==> src/rtl/team_06_tremolo_ctrl.sv <==
// team_06_tremolo_ctrl
//
// Sequencer for the tremolo gain datapath. Each I2S sample strobe becomes a
// one-cycle gain_start request. A programmable triangle LFO supplies the
// modulation depth. The LFO advances only when a computation completes, so
// lfo_depth is stable from gain_start to gain_done. Rate/peak configuration
// is written to a shadow copy. It is committed to the active copy only when
// the LFO returns to zero, or while the effect is disabled.
//
// Ports:
//   clk           system clock
//   rst           synchronous reset, active low
//   en            effect enable (low = bypass)
//   sample_tick   one-cycle strobe per audio sample
//   cfg_we        shadow config write strobe
//   cfg_rate      sample ticks per LFO step (0 behaves as 1)
//   cfg_depth_max LFO peak value
//   gain_done     datapath result-ready strobe
//   gain_start    one-cycle request to the datapath
//   lfo_depth     current modulation depth
//   lfo_dir       1 = rising, 0 = falling
//   out_valid     one-cycle strobe, datapath result may be latched
//   bypass        high while en is low (one cycle delayed)
//   cfg_pending   shadow config written but not yet committed
//   overrun       sticky, a sample_tick was dropped while busy
module team_06_tremolo_ctrl #(
  parameter int DEPTH_W = 8,
  parameter int DIV_W   = 16
) (
  input  logic               clk,
  input  logic               rst,
  input  logic               en,
  input  logic               sample_tick,
  input  logic               cfg_we,
  input  logic [DIV_W-1:0]   cfg_rate,
  input  logic [DEPTH_W-1:0] cfg_depth_max,
  input  logic               gain_done,
  output logic               gain_start,
  output logic [DEPTH_W-1:0] lfo_depth,
  output logic               lfo_dir,
  output logic               out_valid,
  output logic               bypass,
  output logic               cfg_pending,
  output logic               overrun
);

  typedef enum logic [1:0] {IDLE, START, WAIT} state_t;

  state_t             state_reg, state_next;
  logic [DEPTH_W-1:0] depth_reg;
  logic               dir_reg;
  logic [DIV_W-1:0]   count_reg;
  logic [DIV_W-1:0]   active_rate_reg, shadow_rate_reg;
  logic [DEPTH_W-1:0] active_max_reg, shadow_max_reg;
  logic               out_valid_reg, bypass_reg, pending_reg, overrun_reg;

  logic               done_accept;
  logic               overrun_set;
  logic [DIV_W-1:0]   rate_last;
  logic               lfo_step;
  logic [DIV_W-1:0]   count_next;
  logic [DEPTH_W-1:0] depth_next;
  logic               dir_next;
  logic               commit;

  // Next-state logic. A disabled effect overrides everything and abandons
  // any in-flight computation.
  always_comb begin
    state_next  = state_reg;
    done_accept = 1'b0;
    overrun_set = 1'b0;
    case (state_reg)
      IDLE:  if (sample_tick) state_next = START;
      START: state_next = WAIT;
      WAIT: begin
        if (gain_done) begin
          done_accept = 1'b1;
          // A tick coinciding with completion is served immediately.
          state_next  = sample_tick ? START : IDLE;
        end else if (sample_tick) begin
          overrun_set = 1'b1;
        end
      end
      default: state_next = IDLE;
    endcase
    if (!en) begin
      state_next  = IDLE;
      done_accept = 1'b0;
      overrun_set = 1'b0;
    end
  end

  // Divider: a rate of 0 behaves like 1, so the terminal count is then 0.
  always_comb begin
    rate_last  = (active_rate_reg == '0) ? '0 : active_rate_reg - DIV_W'(1);
    lfo_step   = done_accept && (count_reg >= rate_last);
    count_next = lfo_step ? '0 : count_reg + DIV_W'(1);
  end

  // Triangle step. Checking depth >= max first also recovers cleanly when
  // a newly committed peak lies below the current depth.
  always_comb begin
    depth_next = depth_reg;
    dir_next   = dir_reg;
    if (active_max_reg == '0) begin
      depth_next = '0;
      dir_next   = 1'b1;
    end else if (depth_reg >= active_max_reg) begin
      depth_next = depth_reg - DEPTH_W'(1);
      dir_next   = 1'b0;
    end else if (dir_reg) begin
      depth_next = depth_reg + DEPTH_W'(1);
    end else if (depth_reg != '0) begin
      depth_next = depth_reg - DEPTH_W'(1);
    end else begin
      depth_next = depth_reg + DEPTH_W'(1);
      dir_next   = 1'b1;
    end
  end

  // Commit only at the LFO zero point so a config change never causes a step.
  assign commit = !en || (lfo_step && (depth_next == '0));

  always_ff @(posedge clk) begin
    if (!rst) begin
      state_reg       <= IDLE;
      depth_reg       <= '0;
      dir_reg         <= 1'b1;
      count_reg       <= '0;
      active_rate_reg <= DIV_W'(1);
      shadow_rate_reg <= DIV_W'(1);
      active_max_reg  <= DEPTH_W'(16);
      shadow_max_reg  <= DEPTH_W'(16);
      out_valid_reg   <= 1'b0;
      bypass_reg      <= 1'b1;
      pending_reg     <= 1'b0;
      overrun_reg     <= 1'b0;
    end else begin
      state_reg     <= state_next;
      out_valid_reg <= done_accept;
      bypass_reg    <= !en;
      if (overrun_set) overrun_reg <= 1'b1;

      if (!en) begin
        depth_reg <= '0;
        dir_reg   <= 1'b1;
        count_reg <= '0;
      end else if (done_accept) begin
        count_reg <= count_next;
        if (lfo_step) begin
          depth_reg <= depth_next;
          dir_reg   <= dir_next;
        end
      end

      if (commit) begin
        active_rate_reg <= shadow_rate_reg;
        active_max_reg  <= shadow_max_reg;
        pending_reg     <= 1'b0;
      end
      // A write in the same cycle as a commit lands in the shadow and
      // stays pending; the commit takes the previous shadow contents.
      if (cfg_we) begin
        shadow_rate_reg <= cfg_rate;
        shadow_max_reg  <= cfg_depth_max;
        pending_reg     <= 1'b1;
      end
    end
  end

  assign gain_start  = (state_reg == START);
  assign lfo_depth   = depth_reg;
  assign lfo_dir     = dir_reg;
  assign out_valid   = out_valid_reg;
  assign bypass      = bypass_reg;
  assign cfg_pending = pending_reg;
  assign overrun     = overrun_reg;

endmodule

==> config.mk <==
export PLATFORM = sky130hd
export DESIGN_NAME = team_06_tremolo_ctrl
export DESIGN_NICKNAME = d
export VERILOG_FILES = /design/src/rtl/team_06_tremolo_ctrl.sv
export SDC_FILE = /design/constraint.sdc
export NUM_CORES = 1
export LEC_CHECK = 0
export BUFFER_PORTS_ARGS = -buffer_cell sky130_fd_sc_hd__buf_2
export CORE_MARGIN = 2
export CORE_UTILIZATION = 30
export CTS_CLUSTER_DIAMETER = 50
export DETAILED_ROUTE_END_ITERATION = 8
export PLACE_DENSITY_LB_ADDON = 0.25
export SYNTH_ARGS = -nofsm -noshare
export SYNTH_HDL_FRONTEND = slang
export SYNTH_SLANG_ARGS = --single-unit
==> constraint.sdc <==
create_clock -name clk -period 3.4 [get_ports clk]
set_clock_uncertainty 0.15 [all_clocks]
set_input_delay 0.68 -clock clk [delete_from_list [all_inputs] [get_ports clk]]
set_output_delay 0.68 -clock clk [all_outputs]
set_load 0.01 [all_outputs]
==> qor.txt <==
pin count of the biggest net entering global routing -> 49
setup violators final -> 1
clock buffer depth -> 2
Mean Syn Cell Area -> 8.47 um^2
Syn Nets -> 585
MaxCap Viol Count -> 0
crit path time final -> 3.40 ns
Pre-antenna DRT Iters -> 4
yosys warns -> 0
Final Cell Area -> 0.00559 mm^2
Req. time, crit path -> 3.44 ns
HPWL Detailed -> 7670 um
fin worst setup slack -> -0.000319 ns
final antenna diode count -> 0
setup slack at placement -> -0.0666 ns
worst hold slack -> 0.295 ns
FF+latch count, synth -> 79
first-pass GRT wire length -> 17900 um
critical path arrival -> 3.44 ns
Initial Util -> 30.7%
CP Launch Type -> flip-flop
status -> finished, violations left
GRT Util Overall -> 13.9%
# port buffers -> 43
number of flops mapped to enable cells by yosys -> 0
final max-slew violation count -> 0
Finished Layout Cells -> 782
ys flop type -> dfxtp_1
hold buffer count at CTS -> 0
sequential element share of the synthesized area -> 35.6%
area grow syn2layout -> 25.8%
share of cells above drive strength 1 -> 22.6%
placed cells -> 761
Hold Startpoint -> state_reg[0]
Peak supply drop -> 0.341 mV
max_slew headroom -> 51.0%
Crit-path slowest cell -> or4_1
WL final -> 10500 um
leakage -> 2.44 nW
post-layout net count -> 654
Die Width -> 126 um
synth unique cells -> 51
Fmax -> 294 MHz
Clk pin slew, worst setup/hold paths -> 0.06 ns
clock root cell -> clkbuf_16
drc violations -> 0
cells along the critical path -> inv_1, ha_1, o211a_1, a211oi_1, a211oi_1, or4_1, o21ai_1, xor2_1, nor4_4, buf_4, o21a_1, o211ai_1
failing checks -> setup timing
CTS sink count -> 79
worst skew pair latency -> 0.33 ns
initial antenna violation count -> 0
RSZ-0062 raised after global routing -> true
CP Max Fanout -> 4
slowest cell delay on critical path -> 0.55 ns
Synth async-reset ratio -> 0%
Worst path most repeated cell -> a211oi_1
CTS tree -> done
post-route setup TNS -> -0.000319 ns
Tcrit/Tclk final -> 100%
row count -> 44
grt ovf -> 0
vias per cell -> 4.80
gpl congestion -> 0.869
CP Capture Type -> flip-flop
CTS H-tree lvls -> 3
slew of the pin with the lowest slew margin -> 0.734 ns
Pwr Density -> 400 mW/mm^2
I/O Pins -> 44
vias in the first global route -> 3641
WS Path Type -> reg -> reg
Mapped Cells -> 525
worst r2r src -> active_max_reg[2]
die height -> 126 um
CTS Buf Count -> 9
Synth Cell Area -> 0.00445 mm^2
Critical Path Source -> active_max_reg[2]
vias -> 3754
Wirelength per Cell -> 13.5 um
core area -> 0.0145 mm^2
dpl cell area -> 0.00505 mm^2
HP Class -> reg -> reg
total die area -> 0.0158 mm^2
initial DRC count -> 81
final hold viol count -> 0
Post-DRT Antenna Nets -> 0
==> through the flow <==
step / power, W / util (%)
after floorplan: 0.00118 / -
after global placement: 0.00126 / 34.9
after detailed placement: 0.00127 / 34.9
after CTS: 0.00225 / 37.6
after global routing: 0.00235 / 38.6
final: 0.00224 / 38.6
==> where the power goes <==
part | total [W] | leakage [nW] | switching (W) | internal (W)
Combinational | 0.000317 | 1.66 | 0.000166 | 0.000152
Sequential | 0.000973 | 0.645 | 0.0000181 | 0.000955
Clock | 0.000949 | 0.139 | 0.000383 | 0.000566
Total | 0.00224 | 2.44 | 0.000566 | 0.00167
==> cells by family after synthesis <==
kind of cell | count (synthesis) | share of synthesized area, %
simple gates | 235 | 26.1
flops | 79 | 35.6
compound gates | 61 | 9.09
mux | 49 | 11.0
buf+inv | 42 | 4.08
fa+ha+maj | 30 | 8.44
xor+xnor | 29 | 5.71
==> cell type report <==
cell class | count | area (um^2)
Tap cell | 184 | 230
Multi-Input combinational cell | 404 | 2850
Timing Repair Buffer | 82 | 568
Clock inverter | 5 | 60.1
Clock buffer | 10 | 229
Inverter | 18 | 67.6
Fill cell | 1491 | 8890
Sequential cell | 79 | 1580
==> critical path, delay by kind of cell (launching register included) <==
kind                       cells  cell delay (ns)
AOI/OAI and AO/OA              6             1.09
xor gates and xnor gates       1             0.15
adders and majority gates      1             0.27
buffers and inverters          2             0.24
DFF                            1             0.35
and+or+nand+nor                2             1.00
==> layout by cell type, fill, tap and decap left out, types with 17 or more instances in the layout <==
| cell | n |
|---|---|
| inv_1 | 18 |
| nand2_1 | 85 |
| dfxtp_1 | 77 |
| xor2_1 | 18 |
| buf_4 | 31 |
| nand3_1 | 17 |
| mux2i_1 | 48 |
| ha_1 | 27 |
| buf_2 | 44 |
| nor2b_1 | 29 |
| nor2_1 | 38 |
==> routing by layer <==
layer | global-route usage, % | share of wire, % | wire length [um] | up-vias
li1 | - | - | - | 1943
met1 | 19.4 | 50 | 5290 | 1742
met2 | 21.2 | 45 | 4690 | 58
met3 | 2.42 | 3.2 | 339 | 11
met4 | 5.62 | 1.9 | 201 | 0
met5 | 0 | 0 | 0 | -
==> path summary, 6_finish.rpt <==
kind,endpoint,depth (start not counted),slack [ns]
hold reg to reg,state_reg[0],1,0.30
setup reg to reg,active_rate_reg[0],12,-0.0003
setup / recovery,active_rate_reg[0],12,-0.0003
hold / removal,state_reg[0],1,0.30
==> what timing repair did <==
item,in CTS,in global routing
pin swaps,3,14
gates resized for setup,12,28
cloned,3,2
endpoints found under the setup margin,40,48
buffers inserted,1,1
==> Yosys cell counts (2+ instances only) <==
master    count  area [um^2]
or3_1         5         31.3
nor4_1        7         43.8
nor2b_1      29          181
inv_1        18         67.6
nand2b_1      5         31.3
buf_6         3         33.8
o211ai_1      4         30.0
a21oi_1      18         90.1
o21ai_0       9         45.0
clkbuf_1     20         75.1
or4_1         3         22.5
or3b_2        2         17.5
dfxtp_1      79         1580
nand3_1      19         95.1
nor3b_1       2         15.0
mux2i_1      49          490
o21ai_1       5         25.0
and2_1        4         25.0
o21a_1        3         22.5
a31oi_1       3         18.8
xnor2_1      10         87.6
nand2_1      88          330
a211oi_1      4         30.0
a21o_1        3         22.5
nor3_1       11         55.1
nor2_1       40          150
nand4_1       8         50.1
and3_1        4         25.0
xor2_1       19          166
ha_1         30          375
Power figures use the tool's default switching activity.
